--- src/rtl/simon_pkg.sv ---
// simon_pkg: shared definitions for the Simon presentation path.
//   - color code constants (RED=1, BLUE=2, YELLOW=3, GREEN=4)
//   - one-hot 4-bit FSM state encodings
//   - led_decode(): code -> one-hot LED pattern, also used by the VGA color block
//   - code_valid(): true for the four legal codes
package simon_pkg;

    typedef logic [2:0] color_t;

    localparam color_t RED    = 3'd1;
    localparam color_t BLUE   = 3'd2;
    localparam color_t YELLOW = 3'd3;
    localparam color_t GREEN  = 3'd4;

    localparam logic [3:0] ST_IDLE = 4'b0001;
    localparam logic [3:0] ST_SHOW = 4'b0010;
    localparam logic [3:0] ST_GAP  = 4'b0100;
    localparam logic [3:0] ST_DONE = 4'b1000;

    // led[0]=RED, led[1]=BLUE, led[2]=YELLOW, led[3]=GREEN; illegal codes stay dark.
    function automatic logic [3:0] led_decode(input color_t code);
        case (code)
            RED:     return 4'b0001;
            BLUE:    return 4'b0010;
            YELLOW:  return 4'b0100;
            GREEN:   return 4'b1000;
            default: return 4'b0000;
        endcase
    endfunction

    function automatic logic code_valid(input color_t code);
        return (led_decode(code) != 4'b0000);
    endfunction

endpackage

--- src/rtl/simon_sequence_player_if.sv ---
// simon_sequence_player_if: bundle between the game controller (master) and
// the sequence player (slave).
//   Start, Abort, level, colors : controller -> player
//   led, color, step, Busy, Done, Err, state : player -> controller / drivers
//
// Handshake: Start is level-sampled and only accepted while the player is
// idle; there is no ready signal, the controller uses Busy to know a request
// is in flight and Done (one-cycle pulse) to know playback has finished.
// Abort wins over Start in the same cycle. colors/level are captured on the
// accepting edge and ignored afterwards.
interface simon_sequence_player_if #(
    parameter int MAX_LEN = 10
);
    logic                   Start;
    logic                   Abort;
    logic [6:0]             level;
    logic [3*MAX_LEN-1:0]   colors;
    logic [3:0]             led;
    logic [2:0]             color;
    logic [3:0]             step;
    logic                   Busy;
    logic                   Done;
    logic                   Err;
    logic [3:0]             state;  // debug view of the FSM state

    modport master (
        output Start, Abort, level, colors,
        input  led, color, step, Busy, Done, Err, state
    );

    modport slave (
        input  Start, Abort, level, colors,
        output led, color, step, Busy, Done, Err, state
    );
endinterface

--- src/rtl/simon_phase_timer.sv ---
// simon_phase_timer: loadable down-counter timing the lit and dark phases.
//   clk, rst_n : clock, async active-low reset
//   load       : load load_val (has priority over en)
//   load_val   : phase length minus one
//   en         : count down while the phase is running
//   expire     : high on the last cycle of the loaded phase
module simon_phase_timer
    import simon_pkg::*;
#(
    parameter int CNT_W = 26
) (
    input  logic             clk,
    input  logic             rst_n,
    input  logic             load,
    input  logic [CNT_W-1:0] load_val,
    input  logic             en,
    output logic             expire
);
    logic [CNT_W-1:0] cnt_q;

    always_ff @(posedge clk or negedge rst_n) begin
        if (!rst_n) begin
            cnt_q <= '0;
        end else if (load) begin
            cnt_q <= load_val;
        end else if (en && (cnt_q != '0)) begin
            cnt_q <= cnt_q - 1'b1;
        end
    end

    assign expire = en && (cnt_q == '0);
endmodule

--- src/rtl/simon_sequence_player.sv ---
// simon_sequence_player: plays a latched sequence of color codes, one color
// lit for ON_CYCLES followed by OFF_CYCLES dark, then pulses Done.
//   Clk   : system clock (rising edge)
//   Reset : asynchronous active-low reset
//   bus   : simon_sequence_player_if slave (Start/Abort/level/colors in;
//           led/color/step/Busy/Done/Err/state out, all registered)
module simon_sequence_player
    import simon_pkg::*;
#(
    parameter int MAX_LEN    = 10,
    parameter int ON_CYCLES  = 50000000,
    parameter int OFF_CYCLES = 25000000,
    parameter int CNT_W      = 26
) (
    input  logic Clk,
    input  logic Reset,
    simon_sequence_player_if.slave bus
);
    localparam logic [CNT_W-1:0] ON_LOAD  = CNT_W'(ON_CYCLES - 1);
    localparam logic [CNT_W-1:0] OFF_LOAD = CNT_W'(OFF_CYCLES - 1);

    logic [3:0]           state_q;
    logic [3*MAX_LEN-1:0] seq_q;
    logic [3:0]           len_q;
    logic [3:0]           step_q;
    logic [3:0]           led_q;
    logic [2:0]           color_q;
    logic                 busy_q;
    logic                 done_q;
    logic                 err_q;

    logic [3:0]           len_in;
    logic [3:0]           next_idx;
    color_t               first_code;
    color_t               next_code;
    logic                 last_step;
    logic                 timer_load;
    logic [CNT_W-1:0]     timer_val;
    logic                 timer_en;
    logic                 expire;

    always_comb begin
        len_in     = (bus.level > 7'(MAX_LEN)) ? 4'(MAX_LEN) : bus.level[3:0];
        first_code = bus.colors[2:0];
        next_idx   = step_q + 4'd1;
        last_step  = (step_q == len_q - 4'd1);
        next_code  = 3'd0;
        for (int i = 0; i < MAX_LEN; i++) begin
            if (next_idx == i[3:0]) next_code = seq_q[3*i +: 3];
        end

        timer_load = 1'b0;
        timer_val  = ON_LOAD;
        timer_en   = ((state_q == ST_SHOW) || (state_q == ST_GAP)) && !bus.Abort;
        if (!bus.Abort) begin
            case (state_q)
                ST_IDLE: timer_load = bus.Start && (len_in != 4'd0);
                ST_SHOW: begin
                    timer_load = expire;
                    timer_val  = OFF_LOAD;
                end
                ST_GAP:  timer_load = expire && !last_step;
                default: timer_load = 1'b0;
            endcase
        end
    end

    simon_phase_timer #(.CNT_W(CNT_W)) u_timer (
        .clk      (Clk),
        .rst_n    (Reset),
        .load     (timer_load),
        .load_val (timer_val),
        .en       (timer_en),
        .expire   (expire)
    );

    always_ff @(posedge Clk or negedge Reset) begin
        if (!Reset) begin
            state_q <= ST_IDLE;
            seq_q   <= '0;
            len_q   <= '0;
            step_q  <= '0;
            led_q   <= '0;
            color_q <= '0;
            busy_q  <= 1'b0;
            done_q  <= 1'b0;
            err_q   <= 1'b0;
        end else if (bus.Abort) begin
            // Drop straight to idle; Err and step are left as they were.
            state_q <= ST_IDLE;
            led_q   <= '0;
            color_q <= '0;
            busy_q  <= 1'b0;
            done_q  <= 1'b0;
        end else begin
            case (state_q)
                ST_IDLE: begin
                    done_q <= 1'b0;
                    if (bus.Start) begin
                        seq_q  <= bus.colors;
                        len_q  <= len_in;
                        step_q <= 4'd0;
                        if (len_in == 4'd0) begin
                            state_q <= ST_DONE;
                            done_q  <= 1'b1;
                            err_q   <= 1'b0;
                        end else begin
                            state_q <= ST_SHOW;
                            busy_q  <= 1'b1;
                            led_q   <= led_decode(first_code);
                            color_q <= code_valid(first_code) ? first_code : 3'd0;
                            err_q   <= !code_valid(first_code);
                        end
                    end
                end
                ST_SHOW: begin
                    if (expire) begin
                        state_q <= ST_GAP;
                        led_q   <= '0;
                        color_q <= '0;
                    end
                end
                ST_GAP: begin
                    if (expire) begin
                        if (last_step) begin
                            state_q <= ST_DONE;
                            busy_q  <= 1'b0;
                            done_q  <= 1'b1;
                        end else begin
                            state_q <= ST_SHOW;
                            step_q  <= next_idx;
                            led_q   <= led_decode(next_code);
                            color_q <= code_valid(next_code) ? next_code : 3'd0;
                            err_q   <= err_q | !code_valid(next_code);
                        end
                    end
                end
                default: begin
                    state_q <= ST_IDLE;
                    done_q  <= 1'b0;
                end
            endcase
        end
    end

    assign bus.led   = led_q;
    assign bus.color = color_q;
    assign bus.step  = step_q;
    assign bus.Busy  = busy_q;
    assign bus.Done  = done_q;
    assign bus.Err   = err_q;
    assign bus.state = state_q;
endmodule

--- src/flat_wrapper.sv ---
// flat-port wrapper written by rule: the top's interface ports become plain ports
module simon_sequence_player_flat import simon_pkg::*;
#(
    parameter int MAX_LEN    = 10,
    parameter int ON_CYCLES  = 50000000,
    parameter int OFF_CYCLES = 25000000,
    parameter int CNT_W      = 26
)
  (Clk, Reset, bus_Start, bus_Abort, bus_level, bus_colors, bus_led, bus_color, bus_step, bus_Busy, bus_Done, bus_Err, bus_state);
  simon_sequence_player_if #(.MAX_LEN(MAX_LEN)) bus_i ();
  input  logic Clk;
  input  logic Reset;
  input wire logic [$bits(bus_i.Start)-1:0] bus_Start;
  input wire logic [$bits(bus_i.Abort)-1:0] bus_Abort;
  input wire logic [$bits(bus_i.level)-1:0] bus_level;
  input wire logic [$bits(bus_i.colors)-1:0] bus_colors;
  output wire logic [$bits(bus_i.led)-1:0] bus_led;
  output wire logic [$bits(bus_i.color)-1:0] bus_color;
  output wire logic [$bits(bus_i.step)-1:0] bus_step;
  output wire logic [$bits(bus_i.Busy)-1:0] bus_Busy;
  output wire logic [$bits(bus_i.Done)-1:0] bus_Done;
  output wire logic [$bits(bus_i.Err)-1:0] bus_Err;
  output wire logic [$bits(bus_i.state)-1:0] bus_state;
  assign bus_i.Start = bus_Start;
  assign bus_i.Abort = bus_Abort;
  assign bus_i.level = bus_level;
  assign bus_i.colors = bus_colors;
  assign bus_led = bus_i.led;
  assign bus_color = bus_i.color;
  assign bus_step = bus_i.step;
  assign bus_Busy = bus_i.Busy;
  assign bus_Done = bus_i.Done;
  assign bus_Err = bus_i.Err;
  assign bus_state = bus_i.state;
  simon_sequence_player #(.MAX_LEN(MAX_LEN), .ON_CYCLES(ON_CYCLES), .OFF_CYCLES(OFF_CYCLES), .CNT_W(CNT_W)) u_core (.Clk(Clk), .Reset(Reset), .bus(bus_i));
endmodule
--- config.mk ---
export PLATFORM = sky130hd
export DESIGN_NAME = simon_sequence_player_flat
export DESIGN_NICKNAME = d
export VERILOG_FILES = /design/src/rtl/simon_pkg.sv /design/src/rtl/simon_sequence_player_if.sv /design/src/rtl/simon_phase_timer.sv /design/src/rtl/simon_sequence_player.sv /design/src/flat_wrapper.sv
export SDC_FILE = /design/constraint.sdc
export NUM_CORES = 1
export LEC_CHECK = 0
export ABC_AREA = 1
export CAP_MARGIN = 10
export CORE_MARGIN = 2
export CORE_UTILIZATION = 51
export CTS_CLUSTER_SIZE = 30
export DETAILED_ROUTE_END_ITERATION = 12
export PLACE_DENSITY = 0.79
export SLEW_MARGIN = 20
export SYNTH_ARGS = -nofsm -noshare
export SYNTH_HDL_FRONTEND = slang
export SYNTH_HIERARCHICAL = 1
export SYNTH_SLANG_ARGS = --single-unit
--- constraint.sdc ---
create_clock -name Clk -period 3.4 [get_ports Clk]
set_input_delay 0.85 -clock Clk [delete_from_list [all_inputs] [get_ports Clk]]
set_output_delay 0.85 -clock Clk [all_outputs]
set_load 0.01 [all_outputs]
==> results_dict.tcl <==
set metrics [dict create \
    drc 0 \
    htreeDepth 3 \
    antenna_found_initial 0 \
    postCtsSetupRepairBufs 0 \
    multi_input_area_um2 2750 \
    synth_area_um2 5100 \
    arrival_ns 3.35 \
    diodes 0 \
    ys_ff_latch 78 \
    cts-hold-fix-buffers 0 \
    fillCellCount 868 \
    synth_top_family_by_area "simple AND/OR/NAND/NOR gates" \
    fin_skew_ns 0.00678 \
    grt_max_degree 79 \
    end_kind "register" \
    syn2layout_area_growth_pct 20.3 \
    regArea_um2 1950 \
    holdPathStages 2 \
    syn_area_per_cell_um2 6.72 \
    holdPathEnd "u_core/seq_q[26]" \
    die_w_um 104 \
    min_period_over_period 0.912 \
    fin_nets 883 \
    worst_pin_slew_ns 0.964 \
    start_kind "register" \
    max_slew_margin 0.357 \
    yosys_warnings 6 \
    cts_tree "yes" \
    vias 5036 \
    worst_r2r_path_depth 21 \
    hold_violations 0 \
    fp.dieArea_um2 10800 \
    max_freq_mhz 322 \
    drive_gt1_frac 0.0869 \
    coreArea_um2 9730 \
    yosys.cell_types.count 38 \
    path_max_fanout 21 \
    cts_root_buffer "clkbuf_8" \
    track_usage 0.241 \
    worstHoldPathType "register to register" \
    grt_pass1_wl_um 21500 \
    fp-row-count 36 \
    postRouteAntennaNets 0 \
    synth_xor_area_frac 0.0238 \
    synthCells 760 \
    reg2reg_from "u_core/bus.state[3]" \
    drt_first_pass_iters 6 \
    drv_cap 0 \
    wirelength_um 12500 \
    wire_per_inst_um 12.8 \
    seq_area_frac_synth 0.383 \
    dp_hpwl_um 9080 \
    grt_pass1_vias 4852 \
    final_cell_count_no_fill 973 \
    setup_viol 0 \
    cts.sinks 78 \
    cts_buffers 9 \
    drt_first_iter_violations 264 \
    initial_core_util 0.525 \
    via_per_inst 5.18 \
    gr-total-overflow 0 \
    yosys.area_share.simple 0.421 \
    dp.cells 957 \
    period_minus_slack_ns 3.10 \
    ff2ff_setup_slack_ns 0.30 \
    die_h_um 104 \
    synthAdderAreaFrac 0.0172 \
    clock_latency_ns 0.36 \
    leakage_nw 3.13 \
    cts_buffer_depth 2 \
    drv_slew 0 \
    hold_start "u_core/seq_q[26]" \
    rsz0062_at_grt "false" \
    final.setup.tns_ns 0 \
    status "finished, final reports clean" \
    gp_congestion 0.988 \
    numPortBuffers 58 \
    crit_required_ns 3.65 \
    synth_compound_area_frac 0.0628 \
    critical_path_class "register to register" \
    powerDensity_nw_per_um2 721 \
    synthMuxAreaShare 0 \
    ir_worst_vdd_v 0.000471 \
    clkTransAtPathRegs_ns 0.08 \
    ios 59 \
    rr_endpoint "u_core/u_timer/cnt_q[12]" \
]
## state kept, by name (all words and copies together) (netlist names)
signal,flops
u_core/bus.Busy,1
u_core/bus.Done,1
u_core/bus.Err,1
u_core/bus.color,3
u_core/bus.led,4
u_core/bus.state,4
u_core/bus.step,4
u_core/len_q,4
u_core/seq_q,30
u_core/u_timer/cnt_q,26
## per-layer routing
metal,GRT usage,up-vias,wire (µm)
li1,-,2513,-
met1,0.298,2349,5330
met2,0.428,156,6280
met3,0.0313,18,661
met4,0.0956,0,225
met5,0,-,0
## critical path, cell delays in order, from the launching register on
cell,delay (ns)
dfrtp_1,0.42
nor2_1,0.15
nand3_1,0.13
inv_2,0.18
nor2_1,0.09
nor2_1,0.15
inv_1,0.09
nor3_1,0.26
inv_1,0.11
nand3_1,0.13
nand3_1,0.11
inv_1,0.09
o21ai_1,0.08
nor2_1,0.15
nand3_1,0.10
inv_2,0.07
inv_1,0.19
buf_12,0.23
nand3_1,0.08
nand2_1,0.05
nand2_1,0.08
o21ai_2,0.06
## metrics by stage
stage	hold WS (ns)	setup WS, ns	power [mW]	util	area (µm²)
floorplan	0.434	0.0825	3.03	-	5160
global placement	0.453	0.166	3.51	0.606	5900
CTS	0.480	0.307	4.43	0.630	6130
finish	0.474	0.298	4.43	0.631	6140
global route	0.511	0.0397	4.81	0.631	6140
detailed placement	0.459	0.00755	3.60	0.606	5900
## report_power, final
group | internal (mW) | total, mW | switching, mW
clock network | 0.473 | 0.816 | 0.343
registers | 1.30 | 1.59 | 0.299
logic | 0.739 | 2.02 | 1.28
## worst max-delay path by stage
stage                             start                       end  slack [ns]  cells after the start
floorplan           u_core/bus.state[0]  u_core/u_timer/cnt_q[22]        0.08                     21
global placement              bus_Abort  u_core/u_timer/cnt_q[14]        0.17                     16
detailed placement            bus_Abort   u_core/u_timer/cnt_q[3]       0.008                     16
CTS                 u_core/bus.state[2]   u_core/u_timer/cnt_q[3]        0.31                     19
global route        u_core/bus.state[3]  u_core/u_timer/cnt_q[11]        0.04                     21
finish              u_core/bus.state[3]  u_core/u_timer/cnt_q[12]        0.30                     21
## cells in the final DEF, fill, tap and decap left out, drive strengths merged, types with 2 or more instances in the layout
cell,instances
xor2,4
or2,4
nor2,71
dfrtp,77
o21ai,44
clkdlybuf4s50,57
nand3,74
o31ai,2
clkbuf,13
a21oi,4
nor3,7
nand2,309
inv,96
xnor2,9
buf,12
nand4,23
conb,17
ha,7
bufinv,2
o22ai,2
## synth_stat cells
cell type	count	area (µm²)
o21ai_4	1	16.3
xor2_1	4	35.0
nand2_2	6	37.5
nand2_4	7	78.8
nand2_1	296	1110
dfstp_2	1	26.3
buf_2	3	15.0
a21oi_1	4	20.0
o31ai_1	2	15.0
o21ai_1	5	25.0
buf_1	2	7.51
or2_1	2	12.5
nand4_1	23	144
o22ai_1	2	12.5
dfrtp_1	77	1930
o211ai_1	1	7.51
inv_1	89	334
nand3b_1	1	7.51
nor2_8	1	20.0
nand3_1	74	370
xnor2_1	8	70.1
nor2_1	58	218
or2_2	2	12.5
o21a_1	1	7.51
o21ai_0	31	155
nor2_4	4	45.0
o21ai_2	7	61.3
inv_4	1	6.26
conb_1	2	7.51
nor3_1	7	35.0
nor3b_1	1	7.51
nor2_2	8	50.1
buf_4	2	15.0
buf_6	2	22.5
xnor2_2	1	16.3
clkbuf_1	11	41.3
inv_2	6	22.5
ha_1	7	87.6
## area by class of cell
cell class / instances / share of cell area
multi-input combinational: 581 / 0.447
sequential: 78 / 0.318
timing repair buffer: 69 / 0.110
inverter: 96 / 0.0591
clock buffer: 13 / 0.0275
tap: 133 / 0.0271
clock inverter: 3 / 0.0106
## timing repair
action                                 CTS  global route
setup endpoints to repair                0            15
endpoints found under the hold margin    0             0
resized for setup                        0             2
## kinds of logic (layout without fill, tap and decap cells)
logic type,after synthesis,count (layout)
AO/OA/AOI/OAI,54,54
XOR/XNOR,13,13
adder cells (fa/ha/maj),7,7
buffers and inverters,116,181
flip-flops,78,78
other,2,17
AND/OR/NAND/NOR,490,490
(Power assumes the default switching activity.)
